### src/rtl/naive_bus_arbiter_2m_if.sv
// naive_bus: single-cycle request/grant bus with
// one-cycle read return, shared by masters and slaves.
interface naive_bus;
  logic        rd_req;
  logic        rd_gnt;
  logic [3:0]  rd_be;
  logic [31:0] rd_addr;
  logic [31:0] rd_data;
  logic        wr_req;
  logic        wr_gnt;
  logic [3:0]  wr_be;
  logic [31:0] wr_addr;
  logic [31:0] wr_data;

  modport master (
    output rd_req, rd_be, rd_addr,
    output wr_req, wr_be, wr_addr, wr_data,
    input  rd_gnt, wr_gnt, rd_data
  );

  modport slave (
    input  rd_req, rd_be, rd_addr,
    input  wr_req, wr_be, wr_addr, wr_data,
    output rd_gnt, wr_gnt, rd_data
  );
endinterface

### src/rtl/naive_bus_arbiter_2m.sv
// Two-master naive_bus arbiter: round-robin with a
// bounded burst lock, one-cycle steered read return.
module naive_bus_arbiter_2m #(
  parameter int unsigned MAX_BURST    = 4,
  parameter bit          RD_ZERO_FILL = 1'b1
) (
  input  logic    clk,
  input  logic    rst_n,
  naive_bus.slave  bus_slave0,
  naive_bus.slave  bus_slave1,
  naive_bus.master bus_master,
  output logic    o_owner,
  output logic    o_busy
);

  localparam logic [3:0] MAX_B = 4'(MAX_BURST);

  logic       req0;
  logic       req1;
  logic       both;
  logic       active;
  logic       win;
  logic       last;
  logic [3:0] burst_cnt;
  logic [3:0] burst_nxt;
  logic       rd_valid;
  logic       rd_fire;
  logic       ret_ok;
  logic [31:0] fill;

  assign req0   = bus_slave0.rd_req | bus_slave0.wr_req;
  assign req1   = bus_slave1.rd_req | bus_slave1.wr_req;
  assign both   = req0 & req1;
  assign active = rst_n & (req0 | req1);
  assign o_busy = active;

  // A zero count means no lock is held: the
  // contest falls back to plain round-robin.
  always_comb begin
    win = 1'b0;
    if (both) begin
      if (burst_cnt == 4'd0 || burst_cnt >= MAX_B)
        win = ~last;
      else
        win = last;
    end else begin
      win = req1;
    end
  end

  always_comb begin
    burst_nxt = 4'd1;
    if (both && (win == last)) begin
      if (burst_cnt == 4'hF)
        burst_nxt = 4'hF;
      else
        burst_nxt = burst_cnt + 4'd1;
    end
  end

  always_comb begin
    bus_master.rd_req  = 1'b0;
    bus_master.rd_be   = '0;
    bus_master.rd_addr = '0;
    bus_master.wr_req  = 1'b0;
    bus_master.wr_be   = '0;
    bus_master.wr_addr = '0;
    bus_master.wr_data = '0;
    if (active) begin
      if (win) begin
        bus_master.rd_req  = bus_slave1.rd_req;
        bus_master.rd_be   = bus_slave1.rd_be;
        bus_master.rd_addr = bus_slave1.rd_addr;
        bus_master.wr_req  = bus_slave1.wr_req;
        bus_master.wr_be   = bus_slave1.wr_be;
        bus_master.wr_addr = bus_slave1.wr_addr;
        bus_master.wr_data = bus_slave1.wr_data;
      end else begin
        bus_master.rd_req  = bus_slave0.rd_req;
        bus_master.rd_be   = bus_slave0.rd_be;
        bus_master.rd_addr = bus_slave0.rd_addr;
        bus_master.wr_req  = bus_slave0.wr_req;
        bus_master.wr_be   = bus_slave0.wr_be;
        bus_master.wr_addr = bus_slave0.wr_addr;
        bus_master.wr_data = bus_slave0.wr_data;
      end
    end
  end

  assign bus_slave0.rd_gnt =
    active & ~win & bus_master.rd_gnt;
  assign bus_slave0.wr_gnt =
    active & ~win & bus_master.wr_gnt;
  assign bus_slave1.rd_gnt =
    active & win & bus_master.rd_gnt;
  assign bus_slave1.wr_gnt =
    active & win & bus_master.wr_gnt;

  assign rd_fire =
    bus_master.rd_req & bus_master.rd_gnt;

  always_ff @(posedge clk) begin
    if (!rst_n) begin
      last      <= 1'b1;
      burst_cnt <= 4'd0;
      o_owner   <= 1'b0;
      rd_valid  <= 1'b0;
    end else begin
      if (active) begin
        last      <= win;
        burst_cnt <= burst_nxt;
      end else begin
        burst_cnt <= 4'd0;
      end
      if (rd_fire) begin
        o_owner  <= win;
        rd_valid <= 1'b1;
      end else begin
        rd_valid <= 1'b0;
      end
    end
  end

  // Returns in flight across a reset are dropped.
  assign ret_ok = rd_valid & rst_n;
  assign fill   = RD_ZERO_FILL ? 32'd0
                               : bus_master.rd_data;

  assign bus_slave0.rd_data =
    (ret_ok & ~o_owner) ? bus_master.rd_data : fill;
  assign bus_slave1.rd_data =
    (ret_ok & o_owner) ? bus_master.rd_data : fill;

endmodule

### src/flat_wrapper.sv
// flat-port wrapper written by rule: the top's interface ports become plain ports
module naive_bus_arbiter_2m_flat 
#(
  parameter int unsigned MAX_BURST    = 4,
  parameter bit          RD_ZERO_FILL = 1'b1
)
  (clk, rst_n, o_owner, o_busy, bus_slave0_rd_req, bus_slave0_rd_be, bus_slave0_rd_addr, bus_slave0_wr_req, bus_slave0_wr_be, bus_slave0_wr_addr, bus_slave0_wr_data, bus_slave0_rd_gnt, bus_slave0_wr_gnt, bus_slave0_rd_data, bus_slave1_rd_req, bus_slave1_rd_be, bus_slave1_rd_addr, bus_slave1_wr_req, bus_slave1_wr_be, bus_slave1_wr_addr, bus_slave1_wr_data, bus_slave1_rd_gnt, bus_slave1_wr_gnt, bus_slave1_rd_data, bus_master_rd_req, bus_master_rd_be, bus_master_rd_addr, bus_master_wr_req, bus_master_wr_be, bus_master_wr_addr, bus_master_wr_data, bus_master_rd_gnt, bus_master_wr_gnt, bus_master_rd_data);
  naive_bus bus_slave0_i ();
  naive_bus bus_slave1_i ();
  naive_bus bus_master_i ();
  input  logic clk;
  input  logic rst_n;
  output logic o_owner;
  output logic o_busy;
  input wire logic [$bits(bus_slave0_i.rd_req)-1:0] bus_slave0_rd_req;
  input wire logic [$bits(bus_slave0_i.rd_be)-1:0] bus_slave0_rd_be;
  input wire logic [$bits(bus_slave0_i.rd_addr)-1:0] bus_slave0_rd_addr;
  input wire logic [$bits(bus_slave0_i.wr_req)-1:0] bus_slave0_wr_req;
  input wire logic [$bits(bus_slave0_i.wr_be)-1:0] bus_slave0_wr_be;
  input wire logic [$bits(bus_slave0_i.wr_addr)-1:0] bus_slave0_wr_addr;
  input wire logic [$bits(bus_slave0_i.wr_data)-1:0] bus_slave0_wr_data;
  output wire logic [$bits(bus_slave0_i.rd_gnt)-1:0] bus_slave0_rd_gnt;
  output wire logic [$bits(bus_slave0_i.wr_gnt)-1:0] bus_slave0_wr_gnt;
  output wire logic [$bits(bus_slave0_i.rd_data)-1:0] bus_slave0_rd_data;
  input wire logic [$bits(bus_slave1_i.rd_req)-1:0] bus_slave1_rd_req;
  input wire logic [$bits(bus_slave1_i.rd_be)-1:0] bus_slave1_rd_be;
  input wire logic [$bits(bus_slave1_i.rd_addr)-1:0] bus_slave1_rd_addr;
  input wire logic [$bits(bus_slave1_i.wr_req)-1:0] bus_slave1_wr_req;
  input wire logic [$bits(bus_slave1_i.wr_be)-1:0] bus_slave1_wr_be;
  input wire logic [$bits(bus_slave1_i.wr_addr)-1:0] bus_slave1_wr_addr;
  input wire logic [$bits(bus_slave1_i.wr_data)-1:0] bus_slave1_wr_data;
  output wire logic [$bits(bus_slave1_i.rd_gnt)-1:0] bus_slave1_rd_gnt;
  output wire logic [$bits(bus_slave1_i.wr_gnt)-1:0] bus_slave1_wr_gnt;
  output wire logic [$bits(bus_slave1_i.rd_data)-1:0] bus_slave1_rd_data;
  output wire logic [$bits(bus_master_i.rd_req)-1:0] bus_master_rd_req;
  output wire logic [$bits(bus_master_i.rd_be)-1:0] bus_master_rd_be;
  output wire logic [$bits(bus_master_i.rd_addr)-1:0] bus_master_rd_addr;
  output wire logic [$bits(bus_master_i.wr_req)-1:0] bus_master_wr_req;
  output wire logic [$bits(bus_master_i.wr_be)-1:0] bus_master_wr_be;
  output wire logic [$bits(bus_master_i.wr_addr)-1:0] bus_master_wr_addr;
  output wire logic [$bits(bus_master_i.wr_data)-1:0] bus_master_wr_data;
  input wire logic [$bits(bus_master_i.rd_gnt)-1:0] bus_master_rd_gnt;
  input wire logic [$bits(bus_master_i.wr_gnt)-1:0] bus_master_wr_gnt;
  input wire logic [$bits(bus_master_i.rd_data)-1:0] bus_master_rd_data;
  assign bus_slave0_i.rd_req = bus_slave0_rd_req;
  assign bus_slave0_i.rd_be = bus_slave0_rd_be;
  assign bus_slave0_i.rd_addr = bus_slave0_rd_addr;
  assign bus_slave0_i.wr_req = bus_slave0_wr_req;
  assign bus_slave0_i.wr_be = bus_slave0_wr_be;
  assign bus_slave0_i.wr_addr = bus_slave0_wr_addr;
  assign bus_slave0_i.wr_data = bus_slave0_wr_data;
  assign bus_slave0_rd_gnt = bus_slave0_i.rd_gnt;
  assign bus_slave0_wr_gnt = bus_slave0_i.wr_gnt;
  assign bus_slave0_rd_data = bus_slave0_i.rd_data;
  assign bus_slave1_i.rd_req = bus_slave1_rd_req;
  assign bus_slave1_i.rd_be = bus_slave1_rd_be;
  assign bus_slave1_i.rd_addr = bus_slave1_rd_addr;
  assign bus_slave1_i.wr_req = bus_slave1_wr_req;
  assign bus_slave1_i.wr_be = bus_slave1_wr_be;
  assign bus_slave1_i.wr_addr = bus_slave1_wr_addr;
  assign bus_slave1_i.wr_data = bus_slave1_wr_data;
  assign bus_slave1_rd_gnt = bus_slave1_i.rd_gnt;
  assign bus_slave1_wr_gnt = bus_slave1_i.wr_gnt;
  assign bus_slave1_rd_data = bus_slave1_i.rd_data;
  assign bus_master_rd_req = bus_master_i.rd_req;
  assign bus_master_rd_be = bus_master_i.rd_be;
  assign bus_master_rd_addr = bus_master_i.rd_addr;
  assign bus_master_wr_req = bus_master_i.wr_req;
  assign bus_master_wr_be = bus_master_i.wr_be;
  assign bus_master_wr_addr = bus_master_i.wr_addr;
  assign bus_master_wr_data = bus_master_i.wr_data;
  assign bus_master_i.rd_gnt = bus_master_rd_gnt;
  assign bus_master_i.wr_gnt = bus_master_wr_gnt;
  assign bus_master_i.rd_data = bus_master_rd_data;
  naive_bus_arbiter_2m #(.MAX_BURST(MAX_BURST), .RD_ZERO_FILL(RD_ZERO_FILL)) u_core (.clk(clk), .rst_n(rst_n), .bus_slave0(bus_slave0_i), .bus_slave1(bus_slave1_i), .bus_master(bus_master_i), .o_owner(o_owner), .o_busy(o_busy));
endmodule
### config.mk
export PLATFORM = sky130hd
export DESIGN_NAME = naive_bus_arbiter_2m_flat
export DESIGN_NICKNAME = d
export VERILOG_FILES = /design/src/rtl/naive_bus_arbiter_2m_if.sv /design/src/rtl/naive_bus_arbiter_2m.sv /design/src/flat_wrapper.sv
export SDC_FILE = /design/constraint.sdc
export NUM_CORES = 1
export LEC_CHECK = 0
export ABC_AREA = 1
export CORE_AREA = 2 2 163 165
export DETAILED_ROUTE_END_ITERATION = 16
export DIE_AREA = 0 0 165 167
export PLACE_DENSITY = 0.45
export SYNTH_ARGS = -nofsm -noshare
export SYNTH_HDL_FRONTEND = slang
export SYNTH_SLANG_ARGS = --single-unit
### constraint.sdc
create_clock -name clk -period 3.9 [get_ports clk]
set_input_delay 0.39 -clock clk [delete_from_list [all_inputs] [get_ports clk]]
set_output_delay 0.39 -clock clk [all_outputs]
set_load 0.01 [all_outputs]
**Word level (Yosys, flattened, before mapping)**

Index checks and enable logic that the tools add are counted.

- Reductions and logical operators: 5
- Multiply operators: 0
- Bitwise gates (word level): 18
- Shift operators: 0
- $lt $le $gt $ge: 1
- Multiplexer cells: 21
- Eq/ne operators: 2
- Divide/modulo/power cells: 0
- $add $sub $neg: 1

Operators by type and width:

| kind | count |
|---|---|
| $mux 32 | 8 |
| $mux 4 | 5 |
| $and 1x1->1 | 12 |
| $mux 1 | 8 |
| $add 4x1->4 const B | 1 |
| $eq 4x4->1 const B | 1 |
| $ge 4x3->1 const B | 1 |
| $logic_not 4->1 | 1 |
| $not 1->1 | 3 |
| $or 1x1->1 | 3 |
| $reduce_and 3->1 | 1 |
| $reduce_and 2->1 | 1 |
| $eq 1x1->1 | 1 |
| $logic_and 1x1->1 | 1 |
| $logic_or 1x1->1 | 1 |

- Latch bits: 0
- Flip-flop bits (word level): 7
- ROM bits: 0
- Input bits: 248
- Bits in writable memories: 0
- Word-level logic and storage cells: 53
- Memories kept: 0
- Output and inout port bits: 176

**Logic depth before layout (Yosys ltp)**

Gate-level depths: netlist of the first run.

- Depth in word-level cells: 8
- Gate-level depth with buffers: 13
- Mapped depth without buffers: 13

**Worst setup path before layout of the first run**

OpenSTA, ideal clock, no wires.

- Kind: reg2out
- From: register u_core.burst_cnt[0]
- To: output bus_master_wr_data[23]
- Cell stages (with the launch flop): 12
- Data required time: 3.510 ns
- Arrival time: 1.530 ns
- Path buffers: 2
- Slack: 1.980 ns
- Cells stage by stage: dfxtp_1 inv_1 ha_1 inv_1 nand2_1 nand2_1 nand3_1 nand2_2 nor2_4 buf_4 buf_4 a22o_1

- Cells in the longest elaborated chain, start to end: 6
- Elaborated cells between the ends (all ways): 7
- Classes of those cells: 1 x order compare; 4 x mux; 2 x reduce/logical

Ends and longest elaborated chain:

| item | line | text |
|---|---|---|
| start: declaration | naive_bus_arbiter_2m.sv:24 | `logic [3:0] burst_cnt;` |
| start signal: assignment | naive_bus_arbiter_2m.sv:111 | `burst_cnt <= burst_nxt;` |
| $ge 4x3->1 / $logic_not 4->1 (equally long branches) | naive_bus_arbiter_2m.sv:42 | `if (burst_cnt == 4'd0 \|\| burst_cnt >= MAX_B)` |
| $logic_or 1x1->1 * | naive_bus_arbiter_2m.sv:42 |  |
| $mux 1 * | naive_bus_arbiter_2m.sv:42 |  |
| $mux 1 * | naive_bus_arbiter_2m.sv:41 | `if (both) begin` |
| $mux 32 * | naive_bus_arbiter_2m.sv:70 | `if (win) begin` |
| $mux 32 * | naive_bus_arbiter_2m.sv:69 | `if (active) begin` |
| end: declaration | flat_wrapper.sv:41 | `output wire logic [$bits(bus_master_i.wr_data)-1:0] bus_master_wr_data;` |

Mark *: on every way between the ends. The rest lies on a longest branch, timed or not.

**Worst setup path in the final report of the first run**

- From: input bus_slave0_wr_req
- To: output bus_master_wr_addr[10]

- Cells in the longest elaborated chain, start to end: 5
- Elaborated cells between the ends (all ways): 7
- Classes of those cells: 3 x mux; 4 x bitwise

Ends and longest elaborated chain:

| item | line | text |
|---|---|---|
| start: declaration | flat_wrapper.sv:18 | `input wire logic [$bits(bus_slave0_i.wr_req)-1:0] bus_slave0_wr_req;` |
| $or 1x1->1 * | naive_bus_arbiter_2m.sv:31 | `assign req0 = bus_slave0.rd_req \| bus_slave0.wr_req;` |
| $and 1x1->1 | naive_bus_arbiter_2m.sv:33 | `assign both = req0 & req1;` |
| $mux 1 | naive_bus_arbiter_2m.sv:41 |  |
| $mux 32 | naive_bus_arbiter_2m.sv:70 |  |
| $mux 32 * | naive_bus_arbiter_2m.sv:69 |  |
| end: declaration | flat_wrapper.sv:40 | `output wire logic [$bits(bus_master_i.wr_addr)-1:0] bus_master_wr_addr;` |

Marks and branches as above.

==> reports/results.ini, run 1 <==
[clocking]
numCtsBuffers=3
cts_sinks=7
cts_tree=yes
clock_tree.buffer_depth=2
cts_root_buf=clkbuf_16
htreeDepth=1
postCtsResizedCells=0
cts.clk_slew.worst_paths_ns=0.04
ctsHoldBuffers=0
cts_setup_buffers=0
worstSkewPairLatency_ns=0.23

[yosys]
ys_types=21
ys_warn_count=0
syn_avg_cell_area_um2=6.45
synth_top_area_share_pct=48.7
synth.largest_area_cell=a22o_1
synth_nets=540
synth-seq-area-share_pct=7.49
synth_area_um2=1870
yosys-top-cells-area=a22o_1, nor2_1, inv_1, dfxtp_1, buf_6
ys_ff_latch=7
synth_cells=290

[timing]
setup_slack_ns=0.490
maxSlewViolCount=0
rsz0062_at_grt=false
slew_headroom_pct=60.8
fin_crit_sh_pct=87.4
max_freq_mhz=293
tns_ns=0
worst_slew_pin_slew_ns=0.586
setup_viol=0
timing.clock.skew_ns=0.00124
final.min_clock_period_ns=3.41
hold_violations=0

[critical_path]
crit_path_start_kind=input port
critPathBufInv=5
reg2reg_from=u_core.burst_cnt[0]
reg2regPathDepth=9
required_ns=3.51
worstPathArrival_ns=3.02
critPathMaxFanout=64
worst_path_dominant_cell_family=buffers and inverters
endpoint_kind=primary output
r2r_end=u_core.last
crit_chain=clkdlybuf4s50_1 -> or2_4 -> o21ai_4 -> inv_2 -> nand2_2 -> clkinv_2 -> buf_12 -> a22o_1 -> clkdlybuf4s50_1
cp_slowest_cell=clkdlybuf4s50_1
path_common_cell=clkdlybuf4s50_1
critical_path_class=input port to primary output
slowest_delay_ns=0.53
startpoint=bus_slave0_wr_req
reg2reg_slack_ns=2.16

[worst_hold_path]
holdPathStages=1
hold_end=u_core.burst_cnt[0]
hold_start=u_core.burst_cnt[0]
holdCritPathClass=flip-flop to flip-flop

[pwr]
finalPower_mw=1.05
ir_drop_mv=0.126
p_leak_nw=2.63
power_density_nw_per_um2=161

[placed_design]
hpwl_um=13900
dpl-instance-area_um2=6460
portBuffers=423
placed_cells=1030
dpl_worst_slack_ns=0.487
globalplace.congestion=0.806

[detailed_routing]
vias=3667
wl_per_cell_um=15.8
ant_nets=0
drcViolationCount=0
drt_iter0_drc=116
first_pass_iters=4
wirelength_um=16300
avgViaCountPerCell=3.55

[floorplan]
die-height_um=167
die_area_um2=27600
core_area_um2=25800
placementRows=59
start_util_pct=7.27
top_level_ports=424
die_w_um=165

[global_routing]
overflow=0
grt_use_total_pct=10.6
antenna_found_initial=0
grt_pass1_vias=3626
grt_first_pass_wirelength_um=22500
grt_max_degree=65

[layout]
drive_gt1_share_pct=3.00
layout.nets=950
syn2layout_area_growth_pct=249
stdcell_count=1034
num_antenna_cells=0
design_area_um2=6540
layout_common_cells=clkdlybuf4s50_1, a22o_1, nor2_1, inv_1, nand2_1
final_common_cell=clkdlybuf4s50_1

[flow_run]
maxCapViolations=0

[run_status]
status=complete, no violations

cells in the mapped netlist (all sizes together):
cell / n
a22o: 104
nor2: 74
a21oi: 3
or2: 1
buf: 22
o211ai: 1
conb: 1
nand3: 7
ha: 2
clkbuf: 6
xnor2: 1
a31oi: 1
nand2: 13
o21ai: 1
inv: 46
dfxtp: 7
through the flow:
step	hold slack [ns]	util, %
floorplan	0.453	-
global placement	0.508	25.1
global route	0.524	25.4
finish	0.502	25.4
CTS	0.496	25.4
detailed placement	0.488	25.1
power breakdown:
part / internal (mW) / switching, mW
combinational: 0.513 / 0.288
clock: 0.136 / 0.0395
sequential: 0.0759 / 0.00223
kinds of logic (layout without fill, tap and decap cells):
logic type | Yosys count | count (layout) | synth area share, %
buf+inv | 74 | 483 | 19.0
compound gates | 110 | 110 | 51.1
xor+xnor | 1 | 1 | 0.468
flops | 7 | 7 | 7.49
simple gates | 95 | 95 | 20.5
fa+ha+maj | 2 | 2 | 1.34
other cells | 1 | 1 | 0.200
per-layer routing:
metal / GRT usage (%) / routed length (µm) / vias to the layer above / part of all wire (%)
met2: 19.7 / 8150 / 203 / 50
met1: 12.5 / 6330 / 1604 / 39
li1: - / - / 1837 / -
met5: 0 / 0 / - / 0
met4: 1.85 / 248 / 0 / 1.5
met3: 2.39 / 1610 / 23 / 9.8
registers in the layout, summed over array words and instances, names as in the netlist:
name	cells
u_core.burst_cnt	4
u_core.last	1
u_core.rd_valid	1
u_core.o_owner	1
how the worst max path moves through the flow:
stage	endpoint	cells past startpoint	slack [ns]
final	bus_master_wr_addr[10]	9	0.49
after global placement	bus_master_wr_addr[10]	9	0.48
after CTS	bus_master_wr_addr[10]	9	0.47
after detailed placement	bus_master_wr_addr[10]	9	0.49
after floorplan	bus_master_wr_data[23]	11	1.98
after global routing	bus_master_wr_addr[10]	9	0.31
layout make-up:
type / instances / area [µm²]
Timing Repair Buffer: 433 / 4350
Fill cell: 2812 / 19200
Clock buffer: 4 / 78.8
Inverter: 46 / 174
Sequential cell: 7 / 140
Tap cell: 335 / 419
Multi-Input combinational cell: 209 / 1380
Note: power is estimated with default switching activity, not from simulation.
==> inputs of run 2 (changes only) <==
--- a/config.mk
+++ b/config.mk
@@ -6,9 +6,11 @@
 export NUM_CORES = 1
 export LEC_CHECK = 0
 export ABC_AREA = 1
-export CORE_AREA = 2 2 163 165
+export CORE_AREA = 2 2 167 169
+export CTS_BUF_LIST = sky130_fd_sc_hd__clkbuf_4
+export CTS_CLUSTER_SIZE = 20
 export DETAILED_ROUTE_END_ITERATION = 16
-export DIE_AREA = 0 0 165 167
+export DIE_AREA = 0 0 169 171
 export PLACE_DENSITY = 0.45
 export SYNTH_ARGS = -nofsm -noshare
 export SYNTH_HDL_FRONTEND = slang
==> constraint.sdc (replaced) <==
create_clock -name clk -period 2.8 [get_ports clk]
set_input_delay 0.28 -clock clk [delete_from_list [all_inputs] [get_ports clk]]
set_output_delay 0.28 -clock clk [all_outputs]
set_load 0.01 [all_outputs]
==> run 2 against run 1 <==
Against the previous run: clock power decreased by 41%; register-to-register slack worse by 0.90 ns; via count increased by 3.4%; non-clock buffer count grew 19; largest cell class unchanged; clock skew rose by 0.011 ns; hold slack worse by 0.055 ns.
==> reports/results.ini, run 2 (synthesis results as in run 1) <==
[run_status]
status=complete, no violations  ; unchanged

[critical_path]
crit_path_start_kind=input port  ; unchanged
critical_path_class=input port to primary output  ; unchanged
worstPathArrival_ns=2.40  ; was 3.02 ns
endpoint_kind=primary output  ; unchanged
critPathMaxFanout=13  ; was 64
required_ns=2.52  ; was 3.51 ns

[pwr]
pwr-share-comb_pct=84.9  ; was 75.9%
p_sw_share_pct=33.2  ; was 31.2%
finalPower_mw=1.40  ; was 1.05 mW
p_seq_share_pct=7.8  ; was 7.4%
p_switching_mw=0.464  ; was 0.329 mW
pwr-share-clk_pct=7.3  ; was 16.7%
power_density_nw_per_um2=204  ; was 161 nW/µm²
ir_drop_mv=0.0849  ; was 0.126 mV
p_leak_nw=3.15  ; was 2.63 nW
p_int_mw=0.935  ; was 0.725 mW

[timing]
fin_crit_sh_pct=95.8
timing.clock.skew_ns=0.0121  ; was 0.00124 ns
max_freq_mhz=373
final.min_clock_period_ns=2.68
setup_viol=0  ; unchanged
maxSlewViolCount=0  ; unchanged
tns_ns=0  ; unchanged
hold_violations=0  ; unchanged

[global_routing]
grt_max_degree=33  ; was 65
overflow=0  ; unchanged
grt_use_total_pct=10.6  ; about the same
grt_pass1_vias=3745  ; was 3,626
grt_first_pass_wirelength_um=23500  ; was 22,500 µm
antenna_found_initial=0  ; unchanged

[clocking]
cts_tree=yes  ; unchanged
htreeDepth=1  ; unchanged
numCtsBuffers=3  ; unchanged
clock_tree.buffer_depth=2  ; unchanged
ctsHoldBuffers=0  ; unchanged
cts_sinks=7  ; unchanged
cts.clk_slew.worst_paths_ns=0.06  ; was 0.04 ns
cts_root_buf=clkbuf_4  ; was clkbuf_16
worstSkewPairLatency_ns=0.25  ; was 0.23 ns

[placed_design]
portBuffers=423  ; unchanged
globalplace.congestion=0.771  ; was 0.806
hpwl_um=15000  ; was 13,900 µm

[detailed_routing]
drcViolationCount=0  ; unchanged
vias=3792  ; was 3,667
ant_nets=0  ; unchanged
first_pass_iters=4  ; unchanged
wl_per_cell_um=16.7  ; was 15.8 µm
wirelength_um=17700  ; was 16,300 µm
avgViaCountPerCell=3.56  ; was 3.55
wl_met2_um=8930  ; was 8150 µm
met1Wirelength_um=7380  ; was 6330 µm
met3WireLength_um=1310  ; was 1610 µm
drt_iter0_drc=112  ; was 116
highest_layer=met4  ; unchanged

[layout]
largest_register_ffs=4  ; unchanged
final_common_cell=clkdlybuf4s50_1  ; unchanged
drive_gt1_share_pct=5.85  ; was 3.00%
layout_common_cells=clkdlybuf4s50_1, a22o_1, nor2_1, inv_1, dlymetal6s2s_1  ; was clkdlybuf4s50_1, a22o_1, nor2_1, inv_1, nand2_1
largest_register=u_core.burst_cnt  ; unchanged
layout.nets=969  ; was 950
num_antenna_cells=0  ; unchanged
fill_cells=2990  ; was 2,812
syn2layout_area_growth_pct=266  ; was 249%

[worst_hold_path]
holdCritPathClass=flip-flop to flip-flop  ; unchanged

[floorplan]
die-height_um=171  ; was 167 µm
top_level_ports=424  ; unchanged
start_util_pct=6.85  ; was 7.27%
core_area_um2=27300  ; was 25,800 µm²
placementRows=61  ; was 59
die_w_um=169  ; was 165 µm
die_area_um2=28900  ; was 27,600 µm²

[flow_run]
maxCapViolations=0  ; unchanged

## run 2: path summary, 6_finish.rpt
check	cells past startpoint	slack (ns)	from	to
setup / recovery	9	0.12	bus_slave0_wr_req	bus_master_wr_data[14]
hold / removal	1	0.45	u_core.burst_cnt[0]	u_core.burst_cnt[0]
setup reg to reg	13	1.26	u_core.burst_cnt[0]	u_core.o_owner
hold reg to reg	1	0.45	u_core.burst_cnt[0]	u_core.burst_cnt[0]
## run 2: stage by stage
step	setup slack, ns	instance area, µm²	hold slack, ns	utilization, %	instances
finish	0.118	6860	0.448	25.1	1064
global route	-0.0142	6860	0.477	25.1	1064
CTS	0.0173	6650	0.486	24.3	1059
detailed placement	0.0265	6610	0.482	24.2	1055
global placement	0.0271	6610	0.480	24.2	1055
floorplan	0.990	1870	0.379	-	290
## run 2: per-layer routing
metal | global-route usage (%) | vias up
li1 | - | 1879
met1 | 13.2 | 1711
met2 | 19.5 | 194
met3 | 2.24 | 8
met4 | 1.11 | 0
met5 | 0 | -
## run 2: power groups by stage
| stage | Combinational, mW | Clock [mW] | Sequential (mW) |
|---|---|---|---|
| after floorplan | 0.379 | 0 | 0.110 |
| after global placement | 1.17 | 0 | 0.110 |
| after detailed placement | 1.16 | 0 | 0.111 |
| after CTS | 1.17 | 0.107 | 0.108 |
| after global routing | 1.27 | 0.116 | 0.109 |
| final | 1.19 | 0.103 | 0.108 |
## run 2: worst max-delay path, stage by stage
cell and delay (ns):
clkdlybuf4s50_1 0.43, or2_4 0.29, nand3_1 0.12, nand2_2 0.11
nor2_4 0.13, buf_12 0.17, buf_6 0.16, a22o_1 0.17
clkdlybuf4s50_1 0.54
## run 2: layout make-up
class                      instances  area [µm²]  area share (%)
sequential                         7         141            2.06
timing repair buffer             452        4690            68.4
clock buffer                       4        30.0           0.438
multi-input combinational        209        1380            20.1
tap                              346         433            6.32
inverter                          46         185            2.70
## run 2: what timing repair did
action | CTS | global route
resized for setup | 1 | 42
gates cloned | 0 | 3
setup buffers | 0 | 2
setup endpoints to repair | 2 | 105
